$ cat config.mk
export PLATFORM = sky130hd
export DESIGN_NAME = text_pixel_pipe
export DESIGN_NICKNAME = d
export VERILOG_FILES = /design/src/rtl/text_pixel_pipe.sv
export SDC_FILE = /design/constraint.sdc
export NUM_CORES = 1
export LEC_CHECK = 0
export BUFFER_PORTS_ARGS = -buffer_cell sky130_fd_sc_hd__buf_4
export CAP_MARGIN = 25
export CORE_UTILIZATION = 25
export CTS_CLUSTER_DIAMETER = 120
export DETAILED_ROUTE_END_ITERATION = 6
export PLACE_DENSITY_LB_ADDON = 0.25
export SKIP_CTS_REPAIR_TIMING = 1
export SLEW_MARGIN = 20
export SYNTH_ARGS = -nofsm -noshare
export SYNTH_HDL_FRONTEND = slang
export SYNTH_SLANG_ARGS = --single-unit
$ cat constraint.sdc
create_clock -name CLK -period 2.2 [get_ports CLK]
set_input_delay 0.33 -clock CLK [delete_from_list [all_inputs] [get_ports CLK]]
set_output_delay 0.33 -clock CLK [all_outputs]
set_load 0.005 [all_outputs]
$ cat src/rtl/text_pixel_pipe.sv
// Text-mode pixel pipeline: frame-buffer fetch, font lookup, attribute colouring,
// blink and cursor overlay, with sync and valid delayed to stay aligned with RGB.
module text_pixel_pipe #(
    parameter int FB_AW      = 12,
    parameter int CURSOR_TOP = 14,
    parameter int BLINK_BIT  = 4,
    parameter int CURSOR_BIT = 3
) (
    input  logic             CLK,
    input  logic             RST_N,
    input  logic [11:0]      cur_char,
    input  logic [3:0]       glyph_row,
    input  logic [2:0]       char_row,
    input  logic             valid_in,
    input  logic             hsync_in,
    input  logic             vsync_in,
    output logic [FB_AW-1:0] fb_addr,
    input  logic [15:0]      fb_data,
    output logic [11:0]      font_addr,
    input  logic [7:0]       font_data,
    input  logic [11:0]      cursor_pos,
    input  logic             cursor_en,
    output logic [3:0]       red,
    output logic [3:0]       green,
    output logic [3:0]       blue,
    output logic             hsync_out,
    output logic             vsync_out,
    output logic             valid_out
);

    logic [11:0] cur_char_p1, cur_char_p2;
    logic [3:0]  glyph_row_p1, glyph_row_p2;
    logic [2:0]  char_row_p1, char_row_p2;
    logic        vld_p1, vld_p2;
    logic        hsync_p1, hsync_p2;
    logic        vsync_p1, vsync_p2;
    logic [7:0]  attr_p2;
    logic [4:0]  frame_cnt;
    logic        vsync_prev;
    logic        pix_bit;
    logic        cursor_hit;
    logic        blink_off;
    logic [11:0] rgb_p2;

    function automatic logic [3:0] chan_level(input logic on, input logic intense);
        return on ? (intense ? 4'd15 : 4'd10) : (intense ? 4'd5 : 4'd0);
    endfunction

    // Palette index is {I,R,G,B}; result packed as {red, green, blue}.
    function automatic logic [11:0] palette_rgb(input logic [3:0] idx);
        return {chan_level(idx[2], idx[3]), chan_level(idx[1], idx[3]),
                chan_level(idx[0], idx[3])};
    endfunction

    // Stage 0: frame-buffer address straight from the counter
    assign fb_addr = FB_AW'(cur_char);

    always_ff @(posedge CLK or negedge RST_N) begin
        if (!RST_N) begin
            cur_char_p1  <= '0;
            glyph_row_p1 <= '0;
            char_row_p1  <= '0;
            vld_p1       <= 1'b0;
            hsync_p1     <= 1'b1;
            vsync_p1     <= 1'b1;
        end else begin
            cur_char_p1  <= cur_char;
            glyph_row_p1 <= glyph_row;
            char_row_p1  <= char_row;
            vld_p1       <= valid_in;
            hsync_p1     <= hsync_in;
            vsync_p1     <= vsync_in;
        end
    end

    // Stage 1: RAM data present, font address formed from the char code
    assign font_addr = {fb_data[7:0], glyph_row_p1};

    always_ff @(posedge CLK or negedge RST_N) begin
        if (!RST_N) begin
            cur_char_p2  <= '0;
            glyph_row_p2 <= '0;
            char_row_p2  <= '0;
            attr_p2      <= '0;
            vld_p2       <= 1'b0;
            hsync_p2     <= 1'b1;
            vsync_p2     <= 1'b1;
        end else begin
            cur_char_p2  <= cur_char_p1;
            glyph_row_p2 <= glyph_row_p1;
            char_row_p2  <= char_row_p1;
            attr_p2      <= fb_data[15:8];
            vld_p2       <= vld_p1;
            hsync_p2     <= hsync_p1;
            vsync_p2     <= vsync_p1;
        end
    end

    // The counter bumps after the edge cycle, so a pixel coinciding with the edge sees the old phase.
    always_ff @(posedge CLK or negedge RST_N) begin
        if (!RST_N) begin
            frame_cnt  <= '0;
            vsync_prev <= 1'b1;
        end else begin
            vsync_prev <= vsync_in;
            if (vsync_prev && !vsync_in)
                frame_cnt <= frame_cnt + 5'd1;
        end
    end

    // Stage 2: font data present; pick the colour
    always_comb begin
        pix_bit    = font_data[3'd7 - char_row_p2];
        cursor_hit = cursor_en && (cur_char_p2 == cursor_pos) &&
                     (glyph_row_p2 >= 4'(CURSOR_TOP)) && frame_cnt[CURSOR_BIT];
        blink_off  = attr_p2[7] && frame_cnt[BLINK_BIT];
        rgb_p2     = '0;
        if (!vld_p2)
            rgb_p2 = '0;
        else if (cursor_hit)
            rgb_p2 = palette_rgb(attr_p2[3:0]);
        else if (blink_off)
            rgb_p2 = palette_rgb({1'b0, attr_p2[6:4]});
        else
            rgb_p2 = palette_rgb(pix_bit ? attr_p2[3:0] : {1'b0, attr_p2[6:4]});
    end

    always_ff @(posedge CLK or negedge RST_N) begin
        if (!RST_N) begin
            red       <= '0;
            green     <= '0;
            blue      <= '0;
            valid_out <= 1'b0;
            hsync_out <= 1'b1;
            vsync_out <= 1'b1;
        end else begin
            red       <= rgb_p2[11:8];
            green     <= rgb_p2[7:4];
            blue      <= rgb_p2[3:0];
            valid_out <= vld_p2;
            hsync_out <= hsync_p2;
            vsync_out <= vsync_p2;
        end
    end

endmodule

==> qor_table.md <==
| Quantity | Value |
|---|---|
| Outcome | finished clean |
| Switching component of the power | 0.5965 mW |
| Cell-internal power | 1.996 mW |
| Critical path peak fanout | 4 |
| Cell area after synthesis | 0.002156 mm2 |
| Max-cap violations | 0 |
| FP Rows | 33 |
| Cell with the most instances after synthesis | dfrtp_1 |
| Antenna violations before repair | 0 |
| Most frequently used flop master after synthesis | dfrtp_1 |
| Worst slack at placement | 0.4440 ns |
| Filler Cells Inserted | 827 |
| Number of buffers inserted during clock tree synthesis | 9 |
| DRC marker count from the first detailed-route iteration | 20 |
| Portion of total power attributed to combinational logic | 10.9% |
| Unrepaired setup endpoints after global routing | no |
| Core Util, Final | 34.92% |
| Switching share of power | 23.01% |
| Number of clock sinks | 63 |
| LEAKAGE | 1.354 nW |
| Number of nets in the final layout | 266 |
| Share of layout cells above drive strength 1 | 51.67% |
| Mean instance size in the synthesized netlist | 15.62 um2 |
| Syn. warnings | 0 |
| Area share of the largest cell type after synthesis | 66.16% |
| Most area-consuming cells after synthesis | dfrtp_1, buf_4, dfstp_2 |
| Flops & latches, synth | 63 |
| Max rail drop VDD | 0.5737 mV |
| Commonest cells in the netlist | dfrtp_1, buf_4, xnor2_1, nand2_1, dfstp_2 |
| Max Buffers Root-to-Sink | 2 |
| Count of nets left with antenna violations after detail routing | 0 |
| Sequential share of the synthesized area | 73.48% |
| Setup TNS after final layout | 0 ns |
| TritonCTS clock tree | built |
| Sequential power share | 51.4% |
| Post-synth EDFFs | 0 |
| I/O pin total | 100 |
| First-pass GRT wire length | 5644 um |
| Signed area change from the synthesized netlist to the final layout | 34.42% |
| Final worst-path cycle share | 77.39% |
| GRT Residual Overflow | 0 |
| Number of vias in the routed layout | 1184 |
| Reg-to-Reg Start | char_row_p2[0] |
| Starting utilization of the core area | 25.98% |
| GR Util All Layers | 8.809% |
| Final setup fails | 0 |
| Largest net degree at the start of global routing | 64 |
| Placed standard-cell area | 0.002700 mm2 |
| H-tree level count | 3 |
| Least-Margin Pin Slew | 0.7595 ns |
| Proportion of register bits with asynchronous set or reset after synthesis | 100.0% |
| Count of endpoints failing hold in the final timing report | 0 |
| Root cell of the clock tree | clkbuf_8 |
| HPWL Detailed | 2571 um |
| Overall power after layout | 2.592 mW |
| Worst-skew pair later-pin latency | 0.33 ns |
| Final routed wirelength across all metal layers | 3563 um |
| Clock edge transition at the registers on the reported setup and hold paths | 0.07 ns |
| Worst relative slew slack | 49.37% |
| Number of remaining DRC errors | 0 |
| Critical path startpoint category | flip-flop |
| Capturing point of the worst reg2reg path | red[1] |
| Max Clk Rate | 0.5873 GHz |
| Post-DR wirelength/cell | 11.35 um |
| Minimum clock period | 1.703 ns |
| Worst hold slack | 0.06299 ns |
| Areal power density over the cells | 894.6 mW/mm2 |
| Class of the most critical setup path | flip-flop to flip-flop |
| Setup Skew | 0.004622 ns |
| CP Capture Type | flip-flop |
| Post-layout instance count excluding filler cells | 314 |
| Cell type with the highest aggregate area in the netlist | dfrtp_1 |
| Via count of the first global-routing pass | 1224 |
| Portion of total power attributed to the clock network | 37.7% |
| Area enclosed by the die boundary | 0.008998 mm2 |
| Critical path data arrival time | 1.95 ns |
| Nets in the synthesized netlist | 200 |
| Minimum setup slack among reg-to-reg paths | 0.50 ns |
| Class of the tightest hold or removal check | input pin to async pin |
| Via-per-instance ratio | 3.771 |
| Placer congestion estimate | 0.6536 |
| Worst reg-to-reg path cell count | 4 |
| Die Y | 94.86 um |
| Critical path required time | 2.45 ns |
| Die Width | 94.86 um |
| Number of diodes | 0 |
| IO buf count | 83 |
| Core area | 0.008299 mm2 |
| Final Max Slew Viols | 0 |
| Post-route design area | 0.002898 mm2 |
| Post-synth cell types | 21 |
| Synthesized netlist cell count | 138 |
| Number of placed cells counting well taps | 298 |
| Post-route setup slack | 0.4974 ns |
| Pre-antenna DRT Iters | 3 |
-- placed cells by master (no fill, tap or decap), types with 2 or more instances in the layout --
| cell type | synthesis | layout |
|---|---|---|
| buf_4 | 28 | 83 |
| dfrtp_1 | 57 | 57 |
| xnor2_1 | 15 | 15 |
| clkbuf_8 | 0 | 10 |
| nand2_1 | 8 | 8 |
| dfstp_2 | 6 | 6 |
| nand4_1 | 5 | 5 |
| mux2i_1 | 4 | 4 |
| clkinv_2 | 0 | 3 |
| nor2b_1 | 2 | 2 |
| clkinvlp_4 | 0 | 2 |
-- final cells by class --
| type | instances | area [um2] | area share [%] |
|---|---|---|---|
| flip-flops and latches | 63 | 1584 | 54.66 |
| repair buffers | 83 | 623.1 | 21.50 |
| multi-input cells | 47 | 361.6 | 12.48 |
| clock buffers | 10 | 137.6 | 4.750 |
| well taps | 105 | 131.4 | 4.534 |
| clock inverters | 6 | 60.06 | 2.073 |
-- cell families (layout without fill, tap and decap cells) --
kind of cell | after synthesis | after routing | synth area share [%]
flops | 63 | 63 | 73.48
buf+inv | 28 | 99 | 9.750
simple gates | 21 | 21 | 5.050
xor+xnor | 16 | 16 | 6.501
mux | 6 | 6 | 3.424
compound gates | 3 | 3 | 1.219
fa+ha+maj | 1 | 1 | 0.5803
-- flip-flops by register name, indices dropped and copies added (netlist names), 2 cells and up --
register / count
glyph_row_p2: 3
glyph_row_p1: 4
cur_char_p2: 12
frame_cnt: 5
char_row_p1: 3
blue: 2
attr_p2: 8
char_row_p2: 3
cur_char_p1: 12
-- power by group through the flow --
stage / sequential [mW] / combinational, mW / clock [mW]
CTS: 1.34 / 0.291 / 1.02
finish: 1.33 / 0.282 / 0.977
detailed placement: 1.36 / 0.290 / 0
floorplan: 1.34 / 0.161 / 0
global placement: 1.36 / 0.285 / 0
global route: 1.35 / 0.321 / 1.07
-- worst max-delay path, cell delays in order, from the launching register on --
cell and delay [ns]:
dfrtp_1 0.43, mux4_2 0.52, nand2b_1 0.16, a31oi_2 0.28, mux2i_1 0.23
-- worst max path at each step --
stage,cells after the start,slack [ns],end,startpoint
detailed placement,6,0.44,red[1],font_data[7]
global placement,6,0.45,green[1],cursor_pos[5]
CTS,4,0.47,red[1],char_row_p2[0]
global route,5,0.37,green[1],char_row_p2[0]
finish,4,0.50,red[1],char_row_p2[0]
floorplan,4,0.65,blue[1],char_row_p2[0]
-- metal layers --
layer  global-route usage [%]  routed length [um]  part of all wire (%)  up-vias
li1                         -                   -                     -      554
met1                    9.313                1335                    37      545
met2                    12.29                1528                    43       78
met3                    8.132                 656                    18        7
met4                    3.157                  42                   1.2        0
met5                        0                   0                     0        -
(Power assumes the default switching activity.)
